--- config.mk ---
export PLATFORM = sky130hd
export DESIGN_NAME = nios_ii_system_lfsr_gen
export DESIGN_NICKNAME = d
export VERILOG_FILES = /design/src/rtl/nios_ii_system_lfsr_gen.sv
export SDC_FILE = /design/constraint.sdc
export NUM_CORES = 1
export LEC_CHECK = 0
export CAP_MARGIN = 15
export CORE_MARGIN = 3
export CORE_UTILIZATION = 55
export CTS_CLUSTER_DIAMETER = 80
export DETAILED_ROUTE_END_ITERATION = 8
export DONT_BUFFER_PORTS = 1
export PLACE_DENSITY_LB_ADDON = 0.25
export SETUP_SLACK_MARGIN = 0.5
export SLEW_MARGIN = 20
export SYNTH_ARGS = -nofsm -noshare
export SYNTH_HDL_FRONTEND = slang
export SYNTH_SLANG_ARGS = --single-unit
--- constraint.sdc ---
create_clock -name clk -period 3.1 [get_ports clk]
set_clock_uncertainty 0.2 [all_clocks]
set_input_delay 0.62 -clock clk [delete_from_list [all_inputs] [get_ports clk]]
set_output_delay 0.62 -clock clk [all_outputs]
set_load 0.02 [all_outputs]
--- src/rtl/nios_ii_system_lfsr_gen.sv ---
// nios_ii_system_lfsr_gen
// Avalon-MM (s1) controlled 5-bit Fibonacci LFSR that feeds the CPU-side input
// PIO. The CPU seeds the generator, sets a prescaler and runs it free-running,
// single-stepped or for a counted burst. out_port is always a register output.
module nios_ii_system_lfsr_gen #(
  parameter int unsigned      WIDTH    = 5,
  parameter logic [WIDTH-1:0] TAPS     = 5'b10100,
  parameter logic [WIDTH-1:0] SEED_RST = 5'b00001,
  parameter int unsigned      DIV_W    = 16
) (
  input  logic             clk,
  input  logic             reset_n,
  input  logic [1:0]       address,
  input  logic             chipselect,
  input  logic             write_n,
  input  logic [31:0]      writedata,
  output logic [31:0]      readdata,
  output logic [WIDTH-1:0] out_port,
  output logic             step_pulse
);

  // Register map word addresses
  localparam logic [1:0] ADDR_DATA  = 2'd0;
  localparam logic [1:0] ADDR_CTRL  = 2'd1;
  localparam logic [1:0] ADDR_DIV   = 2'd2;
  localparam logic [1:0] ADDR_BURST = 2'd3;

  typedef enum logic [1:0] {
    ST_IDLE  = 2'd0,
    ST_FREE  = 2'd1,
    ST_BURST = 2'd2
  } fsm_e;

  // Next LFSR value: shift left, feedback is the parity of the tapped bits.
  function automatic logic [WIDTH-1:0] lfsr_next(input logic [WIDTH-1:0] s);
    return {s[WIDTH-2:0], ^(s & TAPS)};
  endfunction

  // An all-zero state would lock the LFSR forever, so a zero seed becomes 1.
  function automatic logic [WIDTH-1:0] seed_guard(input logic [WIDTH-1:0] v);
    return (v == '0) ? {{(WIDTH-1){1'b0}}, 1'b1} : v;
  endfunction

  fsm_e             fsm_q, fsm_d;
  logic [WIDTH-1:0] state_q, state_d;
  logic [DIV_W-1:0] div_q, div_d;
  logic [DIV_W-1:0] div_cnt_q, div_cnt_d;
  logic [15:0]      rem_q, rem_d;
  logic             step_req_q, step_req_d;
  logic             step_pulse_q, step_pulse_d;
  logic [31:0]      readdata_q, readdata_d;

  logic        wr;
  logic        wr_data, wr_ctrl, wr_div, wr_burst;
  logic [15:0] burst_n;
  logic        tick;
  logic        step_en;
  logic        busy;
  logic        run;
  logic        unused_wdata;

  assign wr       = chipselect & ~write_n;
  assign wr_data  = wr && (address == ADDR_DATA);
  assign wr_ctrl  = wr && (address == ADDR_CTRL);
  assign wr_div   = wr && (address == ADDR_DIV);
  assign wr_burst = wr && (address == ADDR_BURST);
  assign burst_n  = writedata[15:0];

  // Upper write-data bits carry no register field.
  assign unused_wdata = ^writedata[31:16];

  assign busy = (fsm_q == ST_BURST);
  assign run  = (fsm_q == ST_FREE);

  // Prescaler tick: only meaningful while stepping autonomously.
  assign tick = (fsm_q != ST_IDLE) && (div_cnt_q == div_q);

  // Next-state logic: FSM, prescaler, LFSR update, burst count and read mux.
  always_comb begin
    fsm_d        = fsm_q;
    state_d      = state_q;
    div_d        = div_q;
    rem_d        = rem_q;
    step_req_d   = 1'b0;
    step_en      = 1'b0;
    readdata_d   = '0;

    // Counter free-runs 0..DIV while stepping, parked at 0 in IDLE.
    if (fsm_q == ST_IDLE || tick) begin
      div_cnt_d = '0;
    end else begin
      div_cnt_d = div_cnt_q + DIV_W'(1);
    end

    unique case (fsm_q)
      ST_IDLE: begin
        // A STEP request latched last cycle is executed now.
        if (step_req_q) begin
          step_en = 1'b1;
        end
        if (wr_ctrl && writedata[0]) begin
          fsm_d     = ST_FREE;
          div_cnt_d = '0;
        end else if (wr_ctrl && writedata[1]) begin
          step_req_d = 1'b1;
        end else if (wr_burst && (burst_n != 16'd0)) begin
          fsm_d     = ST_BURST;
          rem_d     = burst_n;
          div_cnt_d = '0;
        end
      end
      ST_FREE: begin
        // Stopping wins over a coincident tick.
        if (wr_ctrl && !writedata[0]) begin
          fsm_d     = ST_IDLE;
          div_cnt_d = '0;
        end else if (tick) begin
          step_en = 1'b1;
        end
      end
      ST_BURST: begin
        // Writing a zero count aborts; RUN writes have no effect here.
        if (wr_burst && (burst_n == 16'd0)) begin
          fsm_d     = ST_IDLE;
          rem_d     = 16'd0;
          div_cnt_d = '0;
        end else if (tick) begin
          step_en = 1'b1;
        end
      end
      default: begin
        fsm_d     = ST_IDLE;
        div_cnt_d = '0;
      end
    endcase

    // A seed write takes the cycle: any step due now is dropped.
    if (wr_data) begin
      state_d = seed_guard(writedata[WIDTH-1:0]);
      step_en = 1'b0;
    end else if (step_en) begin
      state_d = lfsr_next(state_q);
    end

    // Burst accounting only counts steps that actually happened.
    if (fsm_q == ST_BURST && step_en) begin
      rem_d = rem_q - 16'd1;
      if (rem_q == 16'd1) begin
        fsm_d     = ST_IDLE;
        div_cnt_d = '0;
      end
    end

    // A new divider restarts the count from zero.
    if (wr_div) begin
      div_d     = writedata[DIV_W-1:0];
      div_cnt_d = '0;
    end

    step_pulse_d = step_en;

    unique case (address)
      ADDR_DATA:  readdata_d = {{(32-WIDTH){1'b0}}, state_q};
      ADDR_CTRL:  readdata_d = {31'd0, run};
      ADDR_DIV:   readdata_d = {{(32-DIV_W){1'b0}}, div_q};
      ADDR_BURST: readdata_d = {15'd0, busy, rem_q};
      default:    readdata_d = '0;
    endcase
  end

  // State registers with synchronous active-low reset.
  always_ff @(posedge clk) begin
    if (!reset_n) begin
      fsm_q        <= ST_IDLE;
      state_q      <= SEED_RST;
      div_q        <= '0;
      div_cnt_q    <= '0;
      rem_q        <= '0;
      step_req_q   <= 1'b0;
      step_pulse_q <= 1'b0;
      readdata_q   <= '0;
    end else begin
      fsm_q        <= fsm_d;
      state_q      <= state_d;
      div_q        <= div_d;
      div_cnt_q    <= div_cnt_d;
      rem_q        <= rem_d;
      step_req_q   <= step_req_d;
      step_pulse_q <= step_pulse_d;
      readdata_q   <= readdata_d;
    end
  end

  assign out_port   = state_q;
  assign step_pulse = step_pulse_q;
  assign readdata   = readdata_q;

endmodule

==> metrics.cfg <==
[logic_synthesis]
async_flop_share=0
synth-seq-cells=74
ys.flop_type=dfxtp_1
yosys.area.top_type_share=0.3944
synth-edff-count=0
yosysTopAreaCell=dfxtp_1
yosys-top-cells-count=dfxtp_1, nand2_1, nor2_1
yosysMostFrequentCell=dfxtp_1
ys_seq_area_frac=0.3944
synth_area_sq_mm=0.003756
syn-instance-count=440
synth_cell_types=61
synth_area_leaders=dfxtp_1, xor2_1, nand2_1
yosys_warnings=0
syn_avg_cell_area_sq_um=8.537

[placement]
hpwl_mm=6.681
portBuffers=0
finalWeightedCongestion=0.9585
post-place-cells=498

[detailed_routing]
drtPass1Iterations=5
antenna_left=0
routed_wl_mm=9.272
vias=3175
vias_per_cell=6.177
wl_per_cell_um=18.04
drc=0
drtIter0Drc=256

[sta]
fmax_mhz=410.3
finalSetupViolCount=0
min_period_ns=2.437
period_share=0.7863
final_max_slew_viol_count=0
tightest_slew_ns=0.7387
rsz0062_at_grt=false
hold_slack_ns=0.1658
slew-limit-headroom=0.5061
finalHoldViolCount=0
tns_ns=0

[floorplan]
coreArea_sq_mm=0.006495
pin_count=76
row_count=29
die_h_um=88.64
initial_core_util=0.5783
die_x_um=88.64
dieArea_sq_mm=0.007857

[pwr]
power-per-cell-area_mw_per_mm2=531.2
total_power_w=0.002095
p_leak_nw=1.550
peakVddDrop_mv=0.2375

[finish]
drive_above_1_share=0.09382
postLayoutCoreUtil=0.6072
syn2layout_area_growth_pct=4.997
n_antenna_cell=0
nNetsFinal=473
instances_no_fill=514

[critical_path]
max_stage_delay_ns=0.40
path_common_cell=a32o_1
r2r-start=div_q[3]
critical_path.cell_chain=nor4_1, nand4_2, or2_0, and3_4, a32o_1, a32o_1
cpLargestDelayFamily=simple AND/OR/NAND/NOR gates
critPathLaunch=writedata[11]
required_ns=3.15
cp-end-kind=flip-flop
reg2reg_to=rem_q[14]
r2r_cells=6
cp.buffers_inverters=0
arrival_ns=2.48
slowest_stage=or2_0
r2r_slack_ns=0.70
path_class=input port to flip-flop
cp_max_fo=11
cp-start-kind=input port

[clocking]
cts_tree=built
numClockSinks=74
cts-root-buf=clkbuf_8
cts-hold-fix-buffers=0
worstSkewPairLatency_ns=0.35
cts_made_buffers=9
path_clk_slew_ns=0.08
cts_max_path_buffers=2
htree_levels=3

[hold_path]
min_to=readdata[0]
min_path_cells=1
hold_start=address[1]
hold_class=input port to flip-flop

[grt]
grt_pass1_wl_mm=15.08
antenna_found_initial=0
track_usage=0.2486
overflow=0
grt_max_degree=28
grt_pass1_vias=2928

[flow_run]
drv_cap=0

[run_status]
status=finished, final reports clean

==> routing by layer <==
metal  GRT usage  vias to the layer above  wire [um]
met5           0                        -          0
met4     0.08242                        0        184
met3     0.05866                       18        755
met2      0.3968                      139       4291
met1      0.3303                     1504       4041
li1            -                     1514          -
==> repair_timing <==
| item | 4_1_cts | 5_1_grt |
|---|---|---|
| setup buffers | 0 | 0 |
| resized for setup | 0 | 2 |
| setup endpoints to repair | 0 | 11 |
==> cell families (layout without fill, tap and decap cells) <==
family,count (synthesis),after routing,share of synthesized area
flip-flops,74,74,0.3944
XOR/XNOR,33,33,0.07695
AND/OR/NAND/NOR,174,174,0.2275
multiplexers,23,23,0.06262
buffers and inverters,48,31,0.07561
AO/OA/AOI/OAI,84,84,0.1519
adder cells (fa/ha/maj),3,3,0.009994
other,1,15,0.0009984
==> state kept, by name (all words and copies together), names as in the netlist <==
| register | flops |
|---|---|
| div_cnt_q | 16 |
| div_q | 16 |
| fsm_q | 2 |
| out_port | 5 |
| readdata | 17 |
| rem_q | 16 |
| step_pulse | 1 |
| step_req_q | 1 |
==> worst max-delay path by stage <==
stage                endpoint  slack (ns)  cells past startpoint
finish               rem_q[2]        0.66                      6
global route        rem_q[15]        0.51                      7
CTS                 rem_q[14]        0.52                      6
detailed placement   rem_q[5]        0.27                      6
global placement    rem_q[13]        0.28                      6
floorplan           rem_q[11]        0.62                      8
==> placed cells by master, fill, tap and decap left out, types with 2 or more instances in the layout <==
cell type,netlist,layout
buf_4,20,8
nor2b_1,2,2
nor4_1,10,10
nand4_1,7,7
a32o_1,9,9
o31ai_1,2,2
a211oi_1,3,3
nor4_2,2,2
mux2_2,4,4
nor2_1,48,47
dfxtp_1,74,74
mux2i_1,19,19
ha_1,3,3
and3_1,7,7
or3_1,2,2
xor2_1,25,25
a22oi_1,6,6
xnor2_1,8,8
inv_1,7,7
a31o_2,3,3
bufinv_16,0,2
nand3_1,15,14
nand2_1,58,58
a21oi_1,26,26
nand2b_1,3,3
nor3_1,5,5
o21ai_0,16,16
clkbuf_8,0,11
conb_1,1,15
o32ai_1,3,3
o2bb2ai_1,2,2
and2_1,2,2
a221oi_1,2,2
==> cell type report <==
cell class / count / area [sq um]
timing repair buffer: 8 / 60.06
fill: 566 / 2551
clock inverter: 4 / 73.82
multi-input combinational: 332 / 2051
tap: 77 / 96.34
sequential: 74 / 1481
inverter: 7 / 26.28
clock buffer: 12 / 155.1
==> power by group <==
group | switching, W | leakage (nW) | internal (W) | total [W]
logic | 0.000142 | 0.835 | 0.0000841 | 0.000226
registers | 0.0000334 | 0.599 | 0.000972 | 0.00101
clock network | 0.000366 | 0.117 | 0.000498 | 0.000864
==> through the flow <==
stage | cell area [sq um] | setup slack [ns]
global route | 3944 | 0.5116
global placement | 3707 | 0.2785
detailed placement | 3707 | 0.2698
floorplan | 3809 | 0.6213
CTS | 3936 | 0.5179
finish | 3944 | 0.6626
(Power assumes the default switching activity.)
